`config.mk`:
```
export PLATFORM = sky130hd
export DESIGN_NAME = jedro_1_mem_arbiter
export DESIGN_NICKNAME = d
export VERILOG_FILES = /design/src/rtl/jedro_1_pkg.sv /design/src/rtl/jedro_1_arb_select.sv /design/src/rtl/jedro_1_mem_arbiter.sv
export SDC_FILE = /design/constraint.sdc
export NUM_CORES = 1
export LEC_CHECK = 0
export CAP_MARGIN = 10
export CELL_PAD_IN_SITES_DETAIL_PLACEMENT = 1
export CELL_PAD_IN_SITES_GLOBAL_PLACEMENT = 1
export CORE_MARGIN = 3
export CORE_UTILIZATION = 12
export CTS_CLUSTER_SIZE = 16
export DETAILED_ROUTE_END_ITERATION = 8
export GPL_ROUTABILITY_DRIVEN = 0
export PLACE_DENSITY = 0.94
export SETUP_SLACK_MARGIN = 0.3
export SYNTH_ARGS = -nofsm -noshare
export SYNTH_HDL_FRONTEND = slang
export SYNTH_HIERARCHICAL = 1
export SYNTH_SLANG_ARGS = --single-unit
```
`constraint.sdc`:
```
create_clock -name clk_i -period 2.53 [get_ports clk_i]
set_clock_uncertainty 0.15 [all_clocks]
set_input_delay 0.253 -clock clk_i [delete_from_list [all_inputs] [get_ports clk_i]]
set_output_delay 0.253 -clock clk_i [all_outputs]
set_load 0.05 [all_outputs]
```
`src/rtl/jedro_1_pkg.sv`:
```
//------------------------------------------------------------------------------
// Module      : jedro_1_pkg
// Description : Shared types and helpers for the jedro_1 memory arbiter.
// Revision    : 1.0 - initial release
//------------------------------------------------------------------------------
`default_nettype none

package jedro_1_pkg;

    typedef enum logic [1:0] {
        RESP_NONE = 2'd0,
        RESP_IF   = 2'd1,
        RESP_D    = 2'd2
    } resp_owner_e;

    localparam int MEM_BE_WIDTH = 4;

    // Bit positions inside the one-hot grant vector
    localparam int GNT_IF = 0;
    localparam int GNT_D  = 1;

    function automatic int wait_cnt_width(input int max_wait);
        return $clog2(max_wait + 1);
    endfunction

endpackage

`default_nettype wire

```
`src/rtl/jedro_1_arb_select.sv`:
```
//------------------------------------------------------------------------------
// Module      : jedro_1_arb_select
// Description : Winner selection between fetch and data requesters, with
//               starvation counter (default) or round-robin (JEDRO_1_ARB_RR_EN).
// Revision    : 1.0 - initial release
//------------------------------------------------------------------------------
`default_nettype none

module jedro_1_arb_select
    import jedro_1_pkg::*;
#(
    parameter int MAX_WAIT = 4
) (
    input  logic       clk_i,
    input  logic       rstn_i,
    input  logic       if_req_i,
    input  logic       d_req_i,
    output logic [1:0] gnt_o
);

    logic w_if_wins;

`ifdef JEDRO_1_ARB_RR_EN
    // 1 = data was granted most recently; resets to fetch so data wins first
    logic r_last_d;

    assign w_if_wins = r_last_d;

    always_ff @(posedge clk_i or negedge rstn_i) begin
        if (!rstn_i) begin
            r_last_d <= 1'b0;
        end else if (|gnt_o) begin
            r_last_d <= gnt_o[GNT_D];
        end
    end
`else
    localparam int CW = wait_cnt_width(MAX_WAIT);

    logic [CW-1:0] r_wait_cnt;

    assign w_if_wins = (r_wait_cnt == CW'(MAX_WAIT));

    always_ff @(posedge clk_i or negedge rstn_i) begin
        if (!rstn_i) begin
            r_wait_cnt <= '0;
        end else if (!if_req_i || gnt_o[GNT_IF]) begin
            r_wait_cnt <= '0;
        end else if (!w_if_wins) begin
            r_wait_cnt <= r_wait_cnt + CW'(1);
        end
    end
`endif

    // Priority only matters on a conflict; a lone requester always wins
    always_comb begin
        gnt_o = 2'b00;
        if (rstn_i) begin
            if (if_req_i && (!d_req_i || w_if_wins)) begin
                gnt_o[GNT_IF] = 1'b1;
            end else if (d_req_i) begin
                gnt_o[GNT_D] = 1'b1;
            end
        end
    end

endmodule

`default_nettype wire

```
`src/rtl/jedro_1_mem_arbiter.sv`:
```
//------------------------------------------------------------------------------
// Module      : jedro_1_mem_arbiter
// Description : Shares one 1-cycle-latency single-port RAM between the jedro_1
//               fetch and data masters. Define JEDRO_1_ARB_RR_EN for round-robin.
// Revision    : 1.0 - initial release
//------------------------------------------------------------------------------
`default_nettype none

module jedro_1_mem_arbiter
    import jedro_1_pkg::*;
#(
    parameter int ADDR_WIDTH = 32,
    parameter int DATA_WIDTH = 32,
    parameter int MAX_WAIT   = 4
) (
    input  logic                    clk_i,
    input  logic                    rstn_i,
    input  logic                    if_req_i,
    input  logic [ADDR_WIDTH-1:0]   if_addr_i,
    output logic                    if_gnt_o,
    output logic                    if_rvalid_o,
    output logic [DATA_WIDTH-1:0]   if_rdata_o,
    input  logic                    d_req_i,
    input  logic                    d_we_i,
    input  logic [MEM_BE_WIDTH-1:0] d_be_i,
    input  logic [ADDR_WIDTH-1:0]   d_addr_i,
    input  logic [DATA_WIDTH-1:0]   d_wdata_i,
    output logic                    d_gnt_o,
    output logic                    d_rvalid_o,
    output logic [DATA_WIDTH-1:0]   d_rdata_o,
    output logic                    mem_en_o,
    output logic [MEM_BE_WIDTH-1:0] mem_we_o,
    output logic [ADDR_WIDTH-1:0]   mem_addr_o,
    output logic [DATA_WIDTH-1:0]   mem_wdata_o,
    input  logic [DATA_WIDTH-1:0]   mem_rdata_i
);

    logic [1:0]  w_gnt;
    resp_owner_e r_resp;
    resp_owner_e w_resp_nxt;

    jedro_1_arb_select #(
        .MAX_WAIT (MAX_WAIT)
    ) u_arb_select (
        .clk_i    (clk_i),
        .rstn_i   (rstn_i),
        .if_req_i (if_req_i),
        .d_req_i  (d_req_i),
        .gnt_o    (w_gnt)
    );

    assign if_gnt_o    = w_gnt[GNT_IF];
    assign d_gnt_o     = w_gnt[GNT_D];

    assign mem_en_o    = |w_gnt;
    assign mem_we_o    = (d_gnt_o && d_we_i) ? d_be_i : '0;
    assign mem_addr_o  = d_gnt_o ? d_addr_i : if_addr_i;
    assign mem_wdata_o = d_wdata_i;

    // Remember who owns the RAM output on the next cycle
    always_comb begin
        w_resp_nxt = RESP_NONE;
        if (w_gnt[GNT_IF]) begin
            w_resp_nxt = RESP_IF;
        end else if (w_gnt[GNT_D]) begin
            w_resp_nxt = RESP_D;
        end
    end

    always_ff @(posedge clk_i or negedge rstn_i) begin
        if (!rstn_i) begin
            r_resp <= RESP_NONE;
        end else begin
            r_resp <= w_resp_nxt;
        end
    end

    assign if_rvalid_o = (r_resp == RESP_IF);
    assign d_rvalid_o  = (r_resp == RESP_D);
    assign if_rdata_o  = mem_rdata_i;
    assign d_rdata_o   = mem_rdata_i;

endmodule

`default_nettype wire

```
After elaboration in Yosys (flattened, before gate mapping). Cells that the tools add are included.

Equality and inequality tests: 4. Reductions and logical operators: 7. Mux-type cells: 10. $add $sub $neg: 1.

Operators with widths (count): $mux 32 (1); $mux 2 (3); $mux 3 (2); $mux 4 (1); $add 3x1->3 const B (1); $eq 3x3->1 const B (1); $mux 1 (3); $eq 2x1->1 const B (1); $eq 2x2->1 const B (1); $logic_and 1x1->1 (2); $logic_not 1->1 (2); $logic_or 1x1->1 (2); $ne 2x2->1 const B (1); $reduce_or 2->1 (1).

Input bits: 137. Output and inout port bits: 137. Word-level logic and storage cells: 24. Register bits after elaboration: 5.

Depth between registers and ports, before layout. Gate-level depths: netlist of the first run.

Depth in word-level cells: 7. Depth in mapped cells: 7. Gate-level depth less buffers: 5.

By module. The synthesis of the first run kept the hierarchy.

Modules (own cells, without submodules): jedro_1_mem_arbiter (instances 1, seq. area each 50.0 um2, cells each 142, area each 1272.5 um2); jedro_1_arb_select (instances 1, seq. area each 75.1 um2, cells each 23, area each 217.7 um2).

Least setup slack after synthesis of the first run. No wires, ideal clock.

Path kind: reg2out. From: register u_arb_select.r_wait_cnt[0]. To: output port mem_addr_o[10]. Arrival time: 2.586 ns. Buffers on the path: 1. Slack: -0.459 ns. Stages on the path, launching flop included: 7. Data required time: 2.127 ns. Cell sequence: dfrtp_1 inv_1 ha_1 and2_2 a21oi_1 buf_2 mux2_2.

Longest elaborated chain between the ends: 6.

RTL lines: from (decl) (line jedro_1_arb_select.sv:39) `logic [CW-1:0] r_wait_cnt;`; from (signal assigned) (line jedro_1_arb_select.sv:49) `r_wait_cnt <= r_wait_cnt + CW'(1);`; $eq 3x3->1 (line jedro_1_arb_select.sv:41) `assign w_if_wins = (r_wait_cnt == CW'(MAX_WAIT));`; $logic_or 1x1->1 (line jedro_1_arb_select.sv:58) `if (if_req_i && (!d_req_i || w_if_wins)) begin`; $logic_and 1x1->1 (line jedro_1_arb_select.sv:58); $mux 1 (line jedro_1_arb_select.sv:58); $mux 2 (line jedro_1_arb_select.sv:57) `if (rstn_i) begin`; named net d_gnt_o (line jedro_1_mem_arbiter.sv:28) `output logic d_gnt_o,`; $mux 32 (line jedro_1_mem_arbiter.sv:57) `assign mem_addr_o = d_gnt_o ? d_addr_i : if_addr_i;`; to (decl) (line jedro_1_mem_arbiter.sv:33) `output logic [ADDR_WIDTH-1:0] mem_addr_o,`.

The timed path passes the listed nets, and every way through them passes these cells.

Worst setup path after layout of the first run.
From: register u_arb_select.r_wait_cnt[1]. To: output port mem_addr_o[30].

Longest elaborated chain between the ends: 6.

RTL lines (line): $eq 3x3->1 (jedro_1_arb_select.sv:41); $logic_or 1x1->1 (jedro_1_arb_select.sv:58); $logic_and 1x1->1 (jedro_1_arb_select.sv:58); $mux 1 (jedro_1_arb_select.sv:58); $mux 2 (jedro_1_arb_select.sv:57); $mux 32 (jedro_1_mem_arbiter.sv:57).

Every way passes these cells.

==> out/results.tsv, run 1 <==
stage	metric	value	unit
yosys	synthCells	165	
yosys	synth_top_family_by_area	buffers and inverters	
cts	cts_root_buffer	clkbuf_16	
sta	fmax	0.417	GHz
power_and_ir_drop	p_per_area	355	nW/um2
cts	h-tree-depth	1	
sta	fin_crit	2.40	ns
floorplan	num_io_pins	274	
cts	numCtsBuffers	3	
setup_path	path_class	flop to output port	
layout	final.fill_count	1367	
sta	setup_viol	0	
yosys	synth_fa_ha_area_share	1.68	%
cts	path_clk_slew	0.03	ns
cts	cts.path.max_buffers	2	
yosys	synth_fp_nets	304	
global_route	grt_overflow	0	
routing	ant_nets	0	
routing	via_per_inst	3.26	
setup_path	critPathMaxFanout	5	
cts	hold_buffers	0	
floorplan	fp.dieW	117	um
yosys	yosys_warnings	6	
cts	cts_sinks	5	
placed_design	portBuffers	113	
setup_path	crit_required	2.13	ns
floorplan	core-area	12100	um2
yosys	yosys.area.top_type	buf_4	
global_route	grt_first_pass_wirelength	8220	um
placed_design	place_hpwl	4200	um
layout	layout.cells.non_filler	371	
routing	via_count	1211	
yosys	synth_top_area_share	48.4	%
sta	worstMarginPinSlew	0.498	ns
layout	syn_to_final_growth	96.5	%
floorplan	start_util	12.4	%
floorplan	die_h	117	um
setup_path	arrival	1.99	ns
setup_path	rr_startpoint	u_arb_select/r_wait_cnt[0]$_DFFE_PN0P_	
yosys	synth_area_leaders	buf_4 48%, mux2_4 15%, mux2_2 14%, dfrtp_1 8.4%, buf_6 2.3%	
sta	finalSetupTns	0	ns
layout	drive_gt1_share	53.2	%
yosys	synth_cell_type_count	20	
yosys	synthMuxAreaShare	28.7	%
power_and_ir_drop	ir_drop	0.154	mV
placed_design	dp_cells	349	
sta	relSlewSlack	66.7	%
routing	wl_per_cell	15.6	um
global_route	grt_usage	7.65	%
cts	cts_tree	yes	
power_and_ir_drop	p_leak	1.23	nW
setup_path	endpoint_kind	output port	
routing	wl	5800	um
routing	dr.pass1.iters	2	
sta	hold_violations	0	
floorplan	num_rows	40	
setup_path	startpoint	u_arb_select/r_wait_cnt[1]$_DFFE_PN0P_	
hold_path	min_path_type	input pin to asynchronous set/reset pin	
layout	diodes	0	
yosys	yosysSeqAreaShare	8.40	%
routing	drtIter0Drc	4	
yosys	synth-simple-area-share	6.72	%
flow_run	maxCapViolations	0	
layout	fin_nets	343	
sta	rsz0062_at_grt	yes	
yosys	synth_xor_area_share	0	%
global_route	grt_pass1_vias	1493	
sta	fin_crit_sh	94.7	%
yosys	synth_compound_area_share	3.02	%
cts	worstSkewPairLatency	0.23	ns
yosys	synth_seq_cells	5	
sta	slew_violations	0	
setup_path	critPathLaunchType	flop	
yosys	synth_area	1490	um2
floorplan	die_area	13800	um2
routing	drc	0	
yosys	syn_avg_cell_area	9.03	um2
outcome	status	finished, final reports clean	
global_route	antenna_found_initial	0	
global_route	grt_max_degree	19	
per-layer routing:
metal	track usage [%]	vias up	share of wire (%)
li1	-	527	-
met1	7.12	571	31
met2	15.0	97	57
met3	2.99	16	10
met4	2.64	0	1.4
met5	0	-	0
logic make-up after synthesis:
| group | Yosys count |
|---|---|
| AOI/OAI and AO/OA | 6 |
| DFF | 5 |
| buffers and inverters | 102 |
| and+or+nand+nor | 17 |
| adders and majority gates | 2 |
| muxes | 33 |
placed cells by master (no fill, tap or decap):
cell             count
nand2_1              4
inv_2                2
nand4_1              1
buf_12              41
and3_2               4
clkbuf_16            5
a211oi_2             1
clkdlybuf4s50_1     74
buf_4               12
a21oi_4              1
dfrtp_1              5
nand4b_1             1
or2_2                1
o32ai_1              2
buf_16               3
a21oi_2              1
nand2b_1             1
clkbuf_1             1
buf_6                2
ha_4                 1
and2_4               1
ha_1                 1
o21ai_0              1
nor2b_1              4
mux2_4              33
stage by stage:
step | utilization (%) | worst slack [ns] | hold WS, ns | area [um2] | total power, mW
detailed placement | 21.0 | 0.194 | 0.356 | 2530 | 0.707
CTS | 23.6 | 0.143 | 0.203 | 2850 | 1.03
finish | 24.3 | 0.134 | 0.199 | 2930 | 1.04
global placement | 21.0 | 0.280 | 0.356 | 2530 | 0.695
floorplan | - | 0.244 | -0.193 | 1530 | 0.771
global route | 24.3 | 0.0659 | 0.226 | 2930 | 1.08
final timing paths:
kind                       cells after the start  slack (ns)                                     end
setup reg to reg                               5        0.90  u_arb_select/r_wait_cnt[2]$_DFFE_PN0P_
hold reg to reg                                1        0.48  u_arb_select/r_wait_cnt[2]$_DFFE_PN0P_
setup / recovery                               9        0.13                          mem_addr_o[30]
hold / removal                                 2        0.20  u_arb_select/r_wait_cnt[0]$_DFFE_PN0P_
min in group clk_i                             0        0.36                          mem_wdata_o[0]
max in group asynchronous                      2        1.90  u_arb_select/r_wait_cnt[2]$_DFFE_PN0P_
area by class of cell:
| class | count | area, um2 | share of cell area [%] |
|---|---|---|---|
| Clock buffer | 4 | 78.8 | 2.69 |
| Timing Repair Buffer | 134 | 1810 | 61.7 |
| Tap cell | 168 | 210 | 7.18 |
| Sequential cell | 5 | 125 | 4.27 |
| Inverter | 2 | 7.51 | 0.256 |
| Multi-Input combinational cell | 58 | 699 | 23.9 |
registers in the layout (all words and copies together) (netlist names):
name	count
u_arb_select/r_wait_cnt	3
r_resp	2
worst max-delay path: stages, from the launching register on:
cell and delay, ns:
dfrtp_1 0.36, inv_2 0.06, ha_4 0.15, and2_4 0.16, a21oi_4 0.14, buf_6 0.14
buf_6 0.12, clkbuf_16 0.15, mux2_4 0.31, buf_12 0.15
power breakdown:
| part | leakage (nW) | internal [mW] | total, mW | switching [mW] |
|---|---|---|---|---|
| Sequential | 0.0666 | 0.0851 | 0.0888 | 0.00374 |
| Combinational | 1.13 | 0.390 | 0.688 | 0.298 |
| Clock | 0.0382 | 0.209 | 0.263 | 0.0538 |
Yosys cell counts:
cell and n:
buf_4 96, mux2_2 18, mux2_4 15, dfrtp_1 5, and3_1 4, nand2_1 4
nor2b_1 4, buf_6 3, a21oi_1 2, ha_1 2, inv_1 2, o32ai_1 2
a211oi_2 1, and2_2 1, buf_2 1, nand2b_1 1, nand4_1 1, nand4b_1 1
o21ai_0 1, or2_2 1
repair_timing:
item | in CTS | in global routing
buffers inserted | 10 | 3
pin swaps | 2 | 2
resized for setup | 22 | 1
cloned | 3 | 2
endpoints found under the setup margin | 36 | 37
No activity file was read; power rests on OpenSTA's default activity.
==> run 2, diff against run 1 <==
--- a/config.mk
+++ b/config.mk
@@ -10,6 +10,7 @@
 export CELL_PAD_IN_SITES_GLOBAL_PLACEMENT = 1
 export CORE_MARGIN = 3
 export CORE_UTILIZATION = 12
+export CTS_BUF_LIST = sky130_fd_sc_hd__clkbuf_8
 export CTS_CLUSTER_SIZE = 16
 export DETAILED_ROUTE_END_ITERATION = 8
 export GPL_ROUTABILITY_DRIVEN = 0
==> run 2 against run 1 <==
  * Cell area fell by 1.7%
  * Clock power fell by 44%
  * Global-route usage fell by 0.070 points
  * Fmax rose by 0.15%
  * Wire length fell by 0.64%
  * Register-to-register slack improved by 0.02 ns
  * Via count fell by 1.7%
  * Sequential share of layout area rose by 0.072 points
  * Sequential cell count did not move
  * Critical path type unchanged
  * Setup slack improved by 0.0037 ns
  * Sequential power fell by 0.6%
==> out/results.tsv, run 2 (synthesized netlist as in run 1, its figures left out) <==
stage	metric	value	unit	change
setup_path	critPathLaunchType	flop		
sta	fin_crit	2.39	ns	-0.00367 ns
routing	via_per_inst	3.23		-1.1%
layout	largest_reg_flops	3		unchanged
power_and_ir_drop	swShare	37.4	%	+3.1 points
sta	rsz0062_at_grt	yes		
setup_path	startpoint	u_arb_select/r_wait_cnt[0]$_DFFE_PN0P_		
layout	diodes	0		unchanged
global_route	grt_first_pass_wirelength	8140	um	-0.91%
power_and_ir_drop	p_int	0.576	mW	-16%
power_and_ir_drop	p_leak	1.21	nW	-1.7%
cts	cts_sinks	5		unchanged
setup_path	r2r_setup_slack	0.92	ns	+0.02 ns
layout	drive_gt1_share	52.2	%	-0.96 points
placed_design	dp_cells	349		unchanged
hold_path	min_path_type	input pin to asynchronous set/reset pin		
setup_path	rr_worst_depth	5		unchanged
cts	h-tree-depth	1		unchanged
sta	slew_violations	0		unchanged
layout	register_area	125	um2	unchanged
setup_path	timing.critical_path.to	mem_addr_o[30]		
power_and_ir_drop	ir_drop	0.118	mV	-23%
cts	worstSkewPairLatency	0.22	ns	about the same
power_and_ir_drop	p_seq_share	9.6	%	+1.1 points
routing	wl_per_cell	15.6	um	about the same
sta	relSlewSlack	66.7	%	about the same
layout	layout.cells.non_filler	369		-0.54%
setup_path	arrival	1.99	ns	about the same
floorplan	start_util	12.4	%	unchanged
setup_path	endpoint_kind	output port		
cts	cts_root_buffer	clkbuf_8		
global_route	grt_usage	7.58	%	-0.070 points
power_and_ir_drop	finalPower	0.920	mW	-11%
global_route	antenna_found_initial	0		unchanged
setup_path	critPathMaxFanout	5		unchanged
layout	layout_commonest_cell	clkdlybuf4s50_1		
sta	hold_violations	0		unchanged
cts	cts_tree	yes		
routing	via_count	1191		-1.7%
setup_path	rr_startpoint	u_arb_select/r_wait_cnt[0]$_DFFE_PN0P_		
layout	fin_nets	341		-0.58%
floorplan	num_rows	40		unchanged
layout	final_cell_mix	74 x clkdlybuf4s50_1, 41 x buf_12, 33 x mux2_4, 10 x buf_4, 5 x dfrtp_1		
layout	final.fill_count	1371		+0.29%
sta	fmax	0.418	GHz	+0.15%
layout	top_register	u_arb_select/r_wait_cnt		
cts	hold_buffers	0		unchanged
sta	fin_crit_sh	94.6	%	-0.15 points
sta	worstMarginPinSlew	0.498	ns	-0.00000262 ns
placed_design	place_hpwl	4200	um	unchanged
power_and_ir_drop	p_per_area	320	nW/um2	-10%
floorplan	fp.dieW	117	um	unchanged
flow_run	maxCapViolations	0		unchanged
layout	top_regs	u_arb_select/r_wait_cnt x3, r_resp x2		
cts	numCtsBuffers	3		unchanged
routing	dr.pass1.iters	4		+2
floorplan	die_area	13800	um2	unchanged
routing	drc	0		unchanged
routing	wl	5770	um	-0.64%
floorplan	core-area	12100	um2	unchanged
global_route	grt_overflow	0		unchanged
sta	finalSetupTns	0	ns	unchanged
power_and_ir_drop	p_clk_share	16.0	%	-9.3 points
cts	path_clk_slew	0.04	ns	about the same
power_and_ir_drop	switching_power	0.344	mW	-3.3%
global_route	grt_max_degree	19		unchanged
global_route	grt_pass1_vias	1466		-1.8%
outcome	status	finished, final reports clean		
cts	cts.path.max_buffers	2		unchanged
setup_path	crit_required	2.13	ns	about the same
routing	drtIter0Drc	5		+1
routing	ant_nets	0		unchanged
layout	syn_to_final_growth	93.2	%	
sta	setup_viol	0		unchanged
layout	multi_input_area	699	um2	unchanged
floorplan	num_io_pins	274		unchanged
power_and_ir_drop	combPwrFrac	74.4	%	+8.2 points
setup_path	rr_endpoint	u_arb_select/r_wait_cnt[2]$_DFFE_PN0P_		
floorplan	die_h	117	um	unchanged
setup_path	path_class	flop to output port		
placed_design	portBuffers	113		unchanged
==> run 2: changes by cell type in the layout (fill, tap and decap cells not counted), sizes merged <==
cell | previous run | this run
buf | 58 | 56
clkbuf | 6 | 5
inv | 2 | 3
==> run 2: worst min-delay path by stage <==
stage,to,slack (ns),cells past startpoint
3_5_place_dp,mem_wdata_o[10],0.36,0
6_report,u_arb_select/r_wait_cnt[1]$_DFFE_PN0P_,0.21,2
3_3_place_gp,mem_wdata_o[10],0.36,0
2_1_floorplan,r_resp[0]$_DFF_PN0_,-0.19,0
4_1_cts,u_arb_select/r_wait_cnt[1]$_DFFE_PN0P_,0.20,2
5_1_grt,u_arb_select/r_wait_cnt[1]$_DFFE_PN0P_,0.22,2
==> run 2: repair_timing <==
item,CTS,global route
cloned,3,2
endpoints found under the setup margin,36,37
pin swaps,2,2
setup buffers,8,3
resized for setup,21,1
==> run 2: routing by layer <==
layer	track usage, %	up-vias	wire length (um)
met3	2.94	14	592
met4	2.42	0	62
li1	-	522	-
met5	0	-	0
met1	7.03	560	1790
met2	15.0	95	3320
==> run 2: worst max-delay path, stage by stage, from the launching register on <==
cell	delay (ns)
dfrtp_1	0.35
inv_1	0.07
ha_4	0.16
and2_4	0.16
a21oi_4	0.14
buf_6	0.14
buf_6	0.13
clkbuf_16	0.15
mux2_4	0.31
buf_12	0.15
==> run 2: layout make-up <==
type	count	area share, %
clock buffer	3	1.43
clock inverter	1	0.130
inverter	2	0.261
multi-input combinational	58	24.3
sequential	5	4.35
tap	168	7.30
timing repair buffer	132	62.2
==> run 2: power by group through the flow <==
stage	clock network, mW	registers [mW]	logic [mW]
final	0.147	0.0883	0.685
after CTS	0.151	0.0880	0.673
after global placement	0	0.0891	0.606
after detailed placement	0	0.0898	0.617
after floorplan	0	0.0885	0.683
after global routing	0.160	0.0888	0.713
==> run 2: metrics by stage <==
| step | setup slack, ns | cell area [um2] | hold slack, ns | util, % |
|---|---|---|---|---|
| after floorplan | 0.244 | 1530 | -0.193 | - |
| after global placement | 0.280 | 2530 | 0.356 | 21.0 |
| after detailed placement | 0.194 | 2530 | 0.356 | 21.0 |
| after CTS | 0.131 | 2800 | 0.203 | 23.2 |
| after global routing | 0.0722 | 2880 | 0.222 | 23.9 |
| final | 0.137 | 2880 | 0.206 | 23.9 |
